==> src/rtl/aes_ostream_pkg.sv <==
// Shared AES streaming types: state-array geometry and the word type used by
// block/word converters on both the input and output side of the cipher.
// No ports; imported by aes_oblock_buf and aes_ostream.
package aes_ostream_pkg;

   // Number of 32-bit columns in the AES state.
   localparam int Nb = 4;

   // State bytes, index 4*c+r (column c, row r), same order as cipher Data_out.
   typedef logic [7:0] aes_block_t [0:4*Nb-1];

   // One state column packed big-endian: byte 4c at [31:24].
   typedef logic [31:0] aes_word_t;

endpackage

==> src/rtl/aes_oblock_buf.sv <==
// Block storage for the AES output streamer: DEPTH whole state blocks.
// Ports: clk_i; write port wr_en_i/wr_slot_i/wr_blk_i (whole block per cycle);
//        read port rd_slot_i/rd_word_i -> rd_dat_o (combinational column read).
module aes_oblock_buf
   import aes_ostream_pkg::*;
#(
   parameter int DEPTH = 2,
   localparam int AW = $clog2(DEPTH),
   localparam int WW = $clog2(Nb)
) (
   input  logic          clk_i,
   input  logic          wr_en_i,
   input  logic [AW-1:0] wr_slot_i,
   input  aes_block_t    wr_blk_i,
   input  logic [AW-1:0] rd_slot_i,
   input  logic [WW-1:0] rd_word_i,
   output aes_word_t     rd_dat_o
);

   // Storage is deliberately not reset; the top masks the output when empty.
   logic [7:0] mem_q [0:DEPTH-1][0:4*Nb-1];

   always_ff @(posedge clk_i) begin
      if (wr_en_i) begin
         for (int b = 0; b < 4*Nb; b++) begin
            mem_q[wr_slot_i][b] <= wr_blk_i[b];
         end
      end
   end

   // Byte index of row r in column w is {w, r}.
   logic [WW+1:0] idx;

   always_comb begin
      rd_dat_o = '0;
      idx      = '0;
      for (int r = 0; r < 4; r++) begin
         idx = {rd_word_i, 2'(r)};
         rd_dat_o[31-8*r -: 8] = mem_q[rd_slot_i][idx];
      end
   end

endmodule

==> src/rtl/aes_ostream.sv <==
// AES output streamer: captures finished cipher blocks into a block FIFO and
// emits each as Nb 32-bit words over valid/ready, with a Last marker.
// Ports: clk/rst; Data_in/Ready_in (block capture), Busy_out (full);
//        Word_out/Valid_out/Word_ready/Last_out (word stream); Overflow_out (sticky drop flag).
module aes_ostream
   import aes_ostream_pkg::*;
#(
   parameter int DEPTH = 2    // power of two, >= 2
) (
   input  logic        clk,
   input  logic        rst,
   input  aes_block_t  Data_in,
   input  logic        Ready_in,
   output logic        Busy_out,
   output logic [31:0] Word_out,
   output logic        Valid_out,
   input  logic        Word_ready,
   output logic        Last_out,
   output logic        Overflow_out
);

   localparam int AW = $clog2(DEPTH);
   localparam int CW = $clog2(DEPTH+1);
   localparam int WW = $clog2(Nb);
   localparam logic [CW-1:0] CNT_FULL = CW'(DEPTH);
   localparam logic [WW-1:0] WC_LAST  = WW'(Nb-1);

   logic [AW-1:0] wp_q, wp_d, rp_q, rp_d;
   logic [CW-1:0] cnt_q, cnt_d;
   logic [WW-1:0] wc_q, wc_d;
   logic          ovf_q, ovf_d;

   logic      xfer, pop_last, push, drop;
   aes_word_t rd_word;

   assign xfer     = Valid_out && Word_ready;
   assign pop_last = xfer && (wc_q == WC_LAST);
   // A slot freed by the last-word pop this cycle can be refilled at once,
   // so a full buffer still accepts a block coincident with that pop.
   assign push     = Ready_in && ((cnt_q < CNT_FULL) || pop_last);
   assign drop     = Ready_in && (cnt_q == CNT_FULL) && !pop_last;

   always_comb begin
      wp_d  = wp_q;
      rp_d  = rp_q;
      wc_d  = wc_q;
      cnt_d = cnt_q;
      ovf_d = ovf_q | drop;
      if (push) begin
         wp_d = wp_q + 1'b1;
      end
      if (xfer) begin
         if (pop_last) begin
            wc_d = '0;
            rp_d = rp_q + 1'b1;
         end else begin
            wc_d = wc_q + 1'b1;
         end
      end
      if (push && !pop_last) begin
         cnt_d = cnt_q + 1'b1;
      end else if (pop_last && !push) begin
         cnt_d = cnt_q - 1'b1;
      end
   end

   always_ff @(posedge clk) begin
      if (rst) begin
         wp_q  <= '0;
         rp_q  <= '0;
         wc_q  <= '0;
         cnt_q <= '0;
         ovf_q <= 1'b0;
      end else begin
         wp_q  <= wp_d;
         rp_q  <= rp_d;
         wc_q  <= wc_d;
         cnt_q <= cnt_d;
         ovf_q <= ovf_d;
      end
   end

   aes_oblock_buf #(.DEPTH(DEPTH)) u_buf (
      .clk_i     (clk),
      .wr_en_i   (push),
      .wr_slot_i (wp_q),
      .wr_blk_i  (Data_in),
      .rd_slot_i (rp_q),
      .rd_word_i (wc_q),
      .rd_dat_o  (rd_word)
   );

   assign Valid_out    = (cnt_q != '0);
   assign Busy_out     = (cnt_q == CNT_FULL);
   assign Last_out     = Valid_out && (wc_q == WC_LAST);
   // Storage is unreset; mask so Word_out reads 0 whenever nothing is queued.
   assign Word_out     = Valid_out ? rd_word : 32'h0;
   assign Overflow_out = ovf_q;

endmodule

==> config.mk <==
export PLATFORM = sky130hd
export DESIGN_NAME = aes_ostream
export DESIGN_NICKNAME = d
export VERILOG_FILES = /design/src/rtl/aes_ostream_pkg.sv /design/src/rtl/aes_oblock_buf.sv /design/src/rtl/aes_ostream.sv
export SDC_FILE = /design/constraint.sdc
export NUM_CORES = 1
export LEC_CHECK = 0
export CORE_ASPECT_RATIO = 0.75
export CORE_MARGIN = 1
export CORE_UTILIZATION = 40
export CTS_BUF_LIST = sky130_fd_sc_hd__clkbuf_4 sky130_fd_sc_hd__clkbuf_8
export CTS_CLUSTER_SIZE = 8
export DETAILED_ROUTE_END_ITERATION = 10
export PLACE_DENSITY = 0.64
export SLEW_MARGIN = 10
export SYNTH_ARGS = -nofsm -noshare
export SYNTH_HDL_FRONTEND = slang
export SYNTH_SLANG_ARGS = --single-unit
==> constraint.sdc <==
create_clock -name clk -period 5.09 [get_ports clk]
set_input_delay 1.2725 -clock clk [delete_from_list [all_inputs] [get_ports clk]]
set_output_delay 1.2725 -clock clk [all_outputs]
set_load 0.01 [all_outputs]
# --- After elaboration in Yosys (flattened, before gate mapping) ---
# Memory sizes are Yosys's and may differ from the RTL's. A register that Yosys moved wholly into a read port is not among the register bits.
# Cells that the tools add are included.
op_classes:
  n_addsub: 5
  order_cmp: 5
  eq_ne: 2
  mux: 20
  n_bitwise: 5
  reduce_logical: 14
op_table:
  columns: ["operator", "n"]
  rows:
  - ["binary-select mux 8 bit (select 4 bit)", 4]
  - ["2-to-1 mux 8 bit", 8]
  - ["2-to-1 mux 32 bit", 1]
  - ["greater-or-equal comparator 5 bit (second input constant)", 4]
  - ["inverter 4 -> 5 bit", 4]
  - ["logical AND 1 bit", 8]
  - ["2-to-1 mux 2 bit", 3]
  - ["adder 2 x 1 -> 2 bit (second input constant)", 2]
  - ["== test 2 bit (second input constant)", 2]
  - ["2-to-1 mux 1 bit", 4]
  - ["nonzero test 2 bit", 2]
  - ["adder 1 bit (second input constant)", 2]
  - ["zero test 1 bit", 2]
  - ["< comparator 2 bit (second input constant)", 1]
  - ["AND reduction 2 bit", 1]
  - ["subtractor 2 x 1 -> 2 bit (second input constant)", 1]
  - ["logical OR 1 bit", 1]
  - ["OR 1 bit", 1]
word_totals:
  regBits: 7
  ramBits: 256
  in_bits: 132
  output_inout_bits: 36
  memories: 1
mem_list:
  columns: ["memory", "words", "word_bits", "read_ports", "rd_clocked_by_memory_dff", "write_ports", "line_no", "text"]
  rows:
  - ["u_buf.mem_q", 2, 128, 1, 1, 1, "aes_oblock_buf.sv:21", "logic [7:0] mem_q [0:DEPTH-1][0:4*Nb-1];"]

# --- Depth between registers and ports, before layout ---
# Gate-level depths: netlist of run 1.
logic_depth:
  word_depth: 9
  mapped_depth: 7
  ltp_nobuf: 7

# --- Hierarchy ---
# From an unflattened synthesis of run 1, not the netlist that was laid out.
unflattened:
  cells_unflattened: 443
  area_unflattened_um2: 10337.4
by_module_without_submodules:
  columns: ["mod", "n_inst", "cells_per_inst", "area_each_um2"]
  rows:
  - ["aes_oblock_buf", 1, 372, 9773.1]
  - ["aes_ostream", 1, 71, 564.3]

# --- Least setup slack after synthesis of run 1 ---
# Ideal clock, no wire load.
synth_timing:
  path_kind: "input to register"
  from: "in Word_ready"
  to: "mem u_buf.mem_q[1][0] (netlist bit) (enable)"
  setup_ns: 0.503
  arrival_ns: 4.400
  required_time_ns: 4.587
  setup_slack_ns: 0.187
  path_stages: 2
  path_buffers: 0
  cell_sequence: "a21bo_2 and3_1"
synth_between:
  elab_chain_cells: 6
synth_lines:
  columns: ["item", "line_no", "text"]
  rows:
  - ["from (decl)", "aes_ostream.sv:17", "input logic Word_ready,"]
  - ["logical AND 1 bit", "aes_ostream.sv:36", "assign xfer = Valid_out && Word_ready;"]
  - ["logical AND 1 bit", "aes_ostream.sv:37", "assign pop_last = xfer && (wc_q == WC_LAST);"]
  - ["logical OR 1 bit", "aes_ostream.sv:40", "assign push = Ready_in && ((cnt_q < CNT_FULL) || pop_last);"]
  - ["logical AND 1 bit", "aes_ostream.sv:40", null]
  - ["2-to-1 mux 1 bit", "aes_oblock_buf.sv:24", "if (wr_en_i) begin"]
  - ["2-to-1 mux 1 bit (not written as such)", "aes_oblock_buf.sv:26", "mem_q[wr_slot_i][b] <= wr_blk_i[b];"]
  - ["to (decl)", "aes_oblock_buf.sv:21", null]
# Every way passes these cells.

# --- Worst setup path in the final report of run 1 ---
layout_timing:
  from: "reg cnt_q[0]"
  to: "out Word_out[13]"
layout_between:
  elab_chain_cells: 2
layout_lines:
  columns: ["item", "line_no", "text"]
  rows:
  - ["from (decl)", "aes_ostream.sv:29", "logic [CW-1:0] cnt_q, cnt_d;"]
  - ["from (signal assigned)", "aes_ostream.sv:78", "cnt_q <= cnt_d;"]
  - ["nonzero test 2 bit", "aes_ostream.sv:93", "assign Valid_out = (cnt_q != '0);"]
  - ["2-to-1 mux 32 bit", "aes_ostream.sv:97", "assign Word_out = Valid_out ? rd_word : 32'h0;"]
  - ["to (decl)", "aes_ostream.sv:15", "output logic [31:0] Word_out,"]
# Every way passes these cells.

==> results of run 1 <==
==> stage by stage <==
stage / total power (uW) / hold slack [ns] / utilization, % / cells
6_report: 5070 / 0.500 / 52.3 / 1141
5_1_grt: 5280 / 0.541 / 52.3 / 1141
4_1_cts: 5140 / 0.504 / 52.3 / 1141
3_5_place_dp: 3410 / 0.479 / 49.1 / 1067
3_3_place_gp: 3380 / 0.457 / 49.1 / 1067
2_1_floorplan: 3050 / 0.472 / - / 591
==> layout by cell type, fill, tap and decap left out, types with 2 or more instances in the layout <==
cell type        instances
nor3_1                  31
a211oi_1                32
a21bo_2                  2
mux2_4                  29
ha_1                     2
mux2_2                  63
mux2_1                   4
edfxtp_1               256
nor2_1                   4
xor2_1                   3
o21ai_1                 32
buf_12                   4
dfxtp_1                  7
clkinv_2                 2
nand2b_2                 2
a21oi_1                  4
or3_1                    2
clkdlybuf4s50_1        167
nor2b_1                 33
buf_4                    3
o21ai_0                  2
clkbuf_8                44
clkbuf_4                18
clkinv_1                 8
o22ai_1                 31
nand2_1                  2
and2_1                   2
==> layer usage <==
metal / GRT usage [%] / routed length (um)
met1: 22.4 / 10000
met5: 0 / 11
met4: 4.88 / 410
met2: 26.5 / 10400
met3: 4.34 / 1700
==> critical path, delay by kind of cell (launching register included) <==
family	cells	cell delay, ns
AOI/OAI and AO/OA	1	0.14
buffers and inverters	2	0.99
and+or+nand+nor	2	0.93
DFF	1	0.43
==> worst max-delay path by stage <==
| stage | startpoint | end | slack, ns |
|---|---|---|---|
| 6_report | cnt_q[0]$_SDFFE_PP0P_ | Word_out[13] | 0.77 |
| 2_1_floorplan | Word_ready | u_buf.mem_q[1][0]$_DFFE_PP_ | 0.19 |
| 5_1_grt | cnt_q[0]$_SDFFE_PP0P_ | Word_out[14] | 0.58 |
| 3_3_place_gp | cnt_q[0]$_SDFFE_PP0P_ | Word_out[2] | 1.34 |
| 3_5_place_dp | cnt_q[0]$_SDFFE_PP0P_ | Word_out[1] | 1.34 |
| 4_1_cts | cnt_q[0]$_SDFFE_PP0P_ | Word_out[2] | 0.75 |
==> sequential cells by signal (all words and copies together) (netlist names), named ones only <==
name / cells
Overflow_out: 1
cnt_q: 2
rp_q: 1
u_buf.mem_q: 256
wc_q: 2
wp_q: 1
==> cell type report <==
class | instances | area, sq um
clock buffers | 62 | 741
well taps | 338 | 423
inverters | 1 | 6.26
flip-flops and latches | 264 | 7850
repair buffers | 174 | 1770
fillers | 2082 | 12100
multi-input cells | 290 | 2390
clock inverters | 12 | 56.3
==> cells by family (layout without fill, tap and decap cells) <==
logic type / Yosys count / count (layout)
compound gates: 106 / 106
xor+xnor: 3 / 3
fa+ha+maj: 2 / 2
buf+inv: 37 / 249
simple gates: 83 / 83
flops: 264 / 264
mux: 96 / 96
==> power groups by stage <==
stage | Sequential (uW) | Combinational (uW) | Clock (uW)
finish | 2640 | 717 | 1720
global route | 2650 | 773 | 1860
CTS | 2640 | 728 | 1770
detailed placement | 2680 | 723 | 0
global placement | 2670 | 712 | 0
floorplan | 2690 | 356 | 0
==> summary.md, run 1 <==
In this run the tool buffered the top-level ports with 167 buffer cells. The switching fraction of total power is 23.7%, and the effective utilization at floorplan is 41.4%. For this design the total switching power over the nets is 1200 uW. Sorting the synthesized cells by how often they occur yields 256 x edfxtp_1, 63 x mux2_2, 33 x nor2b_1. The first global-routing pass estimated 34000 um of wire. STA puts the critical path data arrival time at 3.04 ns. The post-route netlist has 21.9% of its cells at a drive strength greater than 1. The worst-path maximum fanout was 19; the instance area at placement was 12400 sq um.

The reg-to-reg critical path startpoint was wc_q[1]$_SDFFE_PP0P_. The signal on the critical path passes through or2_1, buf_4, o21ai_1, nor3_1, clkdlybuf4s50_1. Detailed placement finished with a half-perimeter wire length of 14000 um.

The detail-routed net length per standard cell is 19.8 um, and the synthesized area is 10500 sq um. The number of DRC markers after the initial detailed-route iteration was 379; the clock latency on the worst-skew pair was 0.54 ns. The share of flip-flops with an asynchronous set or reset after synthesis is 0%.

The tools report the number of top-level pins as 168. The clock transition at the registers of the reported paths was 0.05 ns; the total routed wirelength was 22600 um. The area growth from synthesis to final layout was 26.4%; the final-layout setup total negative slack was 0 ns.

The number of cells on the worst hold path was 2. The clock passes through at most 3 buffers. STA classifies the critical path startpoint as a flop.

Endpoint of the worst-slack reg-to-reg timing path: u_buf.mem_q[0][73]$_DFFE_PP_. The logs give 591 for the number of standard cells after synthesis and 0 for the number of nets with antenna violations after detailed routing. When the netlist entered floorplanning its net count stood at 725. The flow ran to the end, and the final reports show no timing, DRC or antenna violations. Summing over every cut layer, the via total after detailed routing is 5823. The final clock period utilization by the worst path is 84.8%. Worst-margin pin slew: 0.936 ns. The proportion of synthesized area in mux cells is 11.4%. The floorplan step defined a core boundary enclosing 25300 sq um.

The fraction of the mapped netlist area in adder cells works out to 0.239%. The compound-cell area share of the yosys netlist was 6.40%. In this run the tightest slew margin relative to its limit is 37.4%. The worst reg-to-reg setup slack came out at 2.65 ns. In the routed design, unresolved DRC markers number 0. Timing would allow up to 232 MHz. The worst hold path belongs to the class flop to flop. The number of global-route vias before repair is 6326, and the via density per instance is 5.10. The tools report the number of nets in the layout as 908.

In the post-synthesis netlist, the biggest area contributors are edfxtp_1 73%, mux2_2 6.8%, mux2_4 4.2%. Startpoint of the most critical hold path: Overflow_out$_SDFF_PP0_. Setup repair after global routing left no endpoint under its margin. For this design the ratio of total power to cell area is 383 nW/um^2. The worst-case IR drop observed on VDD is 166 uV. Yosys printed 0 warnings. OpenSTA, run right after detailed placement, puts the worst setup slack at 1.34 ns.

The total of cells resized after clock tree synthesis came out at 0. The run gives 0 as the number of hold-repair buffers added at the cts stage. After floorplanning, the core was divided into 50 placement rows. The die is 142 um tall.

The total count of hold-check failures in the final report was 0; the number of maximum-capacitance constraint violations was 0. After synthesis, flip-flops and latches occupy 74.9% of the total area. From left edge to right edge, the die measures 189 um. The synthesized design spends more area on one cell type than any other, namely edfxtp_1. Dividing the synthesized area by the synthesized cell count gives 17.7 sq um.

After clock tree synthesis, the setup repair step added 0 buffers. Across the routed clock network, the largest skew measured is 0.00584 ns. For this run, the leading register cell type out of synthesis is edfxtp_1.

Sequential cells burn 52.0% of the power. The synthesized netlist devotes 0.251% of its cell area to XOR and XNOR gates. In this run the clock root is driven by a clkbuf_8. Global routing used 16.6% of the available tracks across all layers. The endpoint type of the worst setup path is an output pin. The logs give 5 for the total iterations of the first detailed-routing run and 3870 uW for the total internal power.

The number of distinct library cells after synthesis is 35. The worst path meets setup with 0.773 ns of slack. The total number of H-tree levels was 2. The slowest stage of the critical path is the or2_1 cell. The finished cells cover 13200 sq um. edfxtp_1 is the most common cell in the netlist. Entering global routing, the biggest net connects 60 pins. The tools report the final setup violation count as 0. The synthesized design contains 256 enable-type register cells.

In this run, the clock network consumes 33.9% of the power. The logs give 0.00437 uW for the leakage component of the power and 26900 sq um for the floorplan die area. The worst hold path terminates at Overflow_out$_SDFF_PP0_. The diode insertion count for antenna repair was 0. TritonCTS built the clock tree.

The count of cells along the worst register-to-register path is 5. In this run, CTS created clock tree buffers numbering 43. The tools report the initial antenna violation count as 1. Summed over all layers, the global routing overflow is 0. The synthesized flop and latch total works out to 264. Required time reported for the critical path endpoint: 3.82 ns. After synthesis, the largest family of logic cells by area is multiplexers. The top-area cell type share of the netlist area works out to 73.4%. After layout, the minimum clock period comes to 4.32 ns.

Worst setup path category: flop to output pin. The tree built by TritonCTS fans out to 264 sinks. After Yosys synthesis, and, or, nand and nor cells account for 4.45% of the synthesized area.

The delay of the slowest cell on the worst path works out to 0.67 ns. The part of the total power dissipated in combinational logic was 14.1%; the final estimated routing congestion in global placement was 0.749. The run gives 0 as the number of max-slew violations in the final report.
Note: power is estimated with default switching activity, not from simulation.
==> run 2, diff against run 1 <==
PLACE_DENSITY = 0.62   (was 0.64)
clock period = 4.3 ns   (was 5.09 ns; I/O delays follow)
==> summary.md, run 2 (synthesis results as in run 1) <==
The run finished with clean final reports. For the maximum clock skew at final layout, the log shows 0.00796 ns (+0.00212 ns). For the number of clock buffers inserted by TritonCTS, the log shows 43 (unchanged). The worst-margin pin slew works out to 0.911 ns (-0.0252 ns). The worst setup timing slack at the placement stage is 0.842 ns (-0.493 ns), and the required time reported for the critical path endpoint is 3.22 ns (-0.60 ns). The maximum achievable frequency was 252 MHz. The data arrival time of the worst path was 2.89 ns (-0.15 ns). The register containing the most flip-flops in the final layout is u_buf.mem_q. For the total number of H-tree levels, the log shows 2 (unchanged). The number of max-slew violations in the final report was 0 (unchanged); the diode insertion count for antenna repair was 0 (unchanged). The run gives 50 (unchanged) as the cell row count. In this run the clock root is driven by a clkbuf_8. The tools report the total of cells resized after clock tree synthesis as 0 (unchanged). The logs give 0 ns (unchanged) for the final-layout setup total negative slack and 3 (unchanged) for the buffer levels on the longest clock path. The tools report the final setup violation count as 0 (unchanged).

For the worst slew slack as a fraction of its limit, the log shows 39.1% (+1.7 points). The clock net sink count was 264 (unchanged); the leakage component of the power was 0.00444 uW (+1.6%). STA classifies the critical path endpoint as an output pin.

The fraction of final layout cells sized beyond drive strength 1 came out at 23.3% (+1.4 points). The worst setup path category was flop to output pin. The tools report the number of filler cells placed in the layout as 2088 (+0.29%). The total count of hold-check failures in the final report came out at 0 (unchanged). The effective utilization at floorplan was 41.4% (unchanged); the minimum clock period was 3.96 ns. The final cell count without fillers is 1149 (+0.70%). The tools report the number of hold-repair buffers added at the cts stage as 0 (unchanged). The tools report the overflow left after global routing as 0 (unchanged).

The number of buffer cells added on primary ports works out to 167 (unchanged). The number of DRC markers after the initial detailed-route iteration was 357 (-5.8%); the number of nets with antenna violations after detailed routing was 0 (unchanged). In the final layout, the registers with the most flip-flops are u_buf.mem_q: 256 flops, cnt_q: 2 flops, wc_q: 2 flops. Detail-routed net length per standard cell: 19.7 um (-0.59%).

The number of buffers inserted to repair setup after CTS came out at 0 (unchanged). The number of global-route vias before repair was 6078 (-3.9%). In the layout the commonest cells are 256 x edfxtp_1, 167 x clkdlybuf4s50_1, 63 x mux2_2, 47 x clkbuf_8, 33 x nor2b_1. Compared with the post-synthesis result, the final layout area differs by 27.5%. For the final instance area, the log shows 13400 sq um (+0.89%). For the final estimated routing congestion in global placement, the log shows 0.781 (+4.3%). The tightest min-delay check is of the flop to flop type. The delay of the slowest cell on the worst path works out to 0.60 ns (-0.07 ns). The number of DRC violations after detailed routing was 0 (unchanged).

The run gives 0.335 ns (-0.438 ns) as the worst-case setup margin in the final layout. Worst vdd rail ir drop: 202 uV (+22%). The kind of launch point of the worst setup path is a flop.

The tools report the floorplan die area as 26900 sq um (unchanged). The power density over the cells is 457 nW/um^2 (+19%). Number of maximum-capacitance constraint violations: 0 (unchanged).

In this design, the largest share of critical-path delay is due to buffers and inverters. Most common library cell in the layout ignoring fill and taps: edfxtp_1. For the largest net degree at the start of global routing, the log shows 79 (+32%). Vertical die dimension: 142 um (unchanged).

The run gives 913 (+0.55%) as the number of nets in the layout. The buffering stage count on the worst path with inverters included was 2 (unchanged). On the critical path, the stage with the largest delay is an instance of clkdlybuf4s50_1. Setup repair after global routing left no endpoint under its margin. The wire length of the first global-routing pass was 34500 um (+1.3%). TritonCTS built the clock tree. The signal on the critical path passes through nand2b_2, buf_4, o22ai_1, nor3_1, clkdlybuf4s50_1. The tools report the post-detailed-placement half-perimeter wirelength as 13900 um (-0.87%). The via density per instance is 5.11 (+0.12%). The number of cells after detailed placement was 1072 (+0.47%).

Clock latency on the worst-skew pair: 0.51 ns (-0.03 ns). The final clock period utilization by the worst path works out to 92.2%. The initial antenna violation count is 0 (-1), and the flip-flop count of the largest register after layout is 256 (unchanged). The horizontal die dimension is 189 um (unchanged). The run gives 168 (unchanged) as the number of top-level pins. The total iterations of the first detailed-routing run is 4 (-1). The placeable core area is 25300 sq um (unchanged), and the total routed wirelength is 22600 um (+0.11%). The number of vias in the routed layout is 5871 (+0.82%). The instance area at placement is 12500 sq um (+0.50%), and the clock transition at the registers of the reported paths is 0.06 ns (about the same).

The run gives 16.8% (+0.25 points) as the total global-route track usage. The worst-path maximum fanout is 18 (-1).
==> run 2: metrics by stage <==
| stage | power (uW) | hold slack [ns] | utilization, % |
|---|---|---|---|
| 2_1_floorplan | 3600 | 0.472 | - |
| 3_3_place_gp | 4000 | 0.458 | 49.4 |
| 3_5_place_dp | 4030 | 0.457 | 49.4 |
| 4_1_cts | 6180 | 0.482 | 52.7 |
| 5_1_grt | 6360 | 0.538 | 52.7 |
| 6_report | 6100 | 0.484 | 52.7 |
==> run 2: path summary, 6_finish.rpt <==
kind                                   end                     from  cells past startpoint  slack (ns)
min reg2reg        Overflow_out$_SDFF_PP0_  Overflow_out$_SDFF_PP0_                      2        0.48
max                            Word_out[1]     wc_q[0]$_SDFFE_PP0P_                      5        0.34
min                Overflow_out$_SDFF_PP0_  Overflow_out$_SDFF_PP0_                      2        0.48
max reg2reg  u_buf.mem_q[0][107]$_DFFE_PP_     wc_q[0]$_SDFFE_PP0P_                      5        2.12
==> run 2: routing by layer <==
layer,up-vias,share of wire (%),global-route usage (%)
met5,-,0,0
met4,0,1.7,4.84
met3,36,5.6,3.62
met2,191,45,25.5
met1,2922,48,24.5
li1,2722,-,-
==> run 2: layout make-up <==
class                           count  area (sq um)  share of cell area, %
Timing Repair Buffer              179          1840                   13.7
Clock buffer                       71           827                   6.19
Tap cell                          338           423                   3.17
Clock inverter                      6          25.0                  0.187
Sequential cell                   264          7850                   58.8
Inverter                            1          6.26                 0.0468
Multi-Input combinational cell    290          2390                   17.9
==> run 2: power by group <==
| group | leakage [uW] | internal [uW] | switching, uW | total [uW] |
|---|---|---|---|---|
| clock network | 0.000462 | 1210 | 925 | 2130 |
| logic | 0.00152 | 412 | 441 | 852 |
| registers | 0.00245 | 3070 | 50.8 | 3120 |
| total | 0.00444 | 4690 | 1420 | 6100 |
==> run 2: worst register-to-register path, cell delays in order (launching register included) <==
cell and delay (ns):
dfxtp_1 0.44, ha_1 0.27, a21bo_2 0.20, nand3b_1 0.17, inv_4 0.19, buf_4 0.52
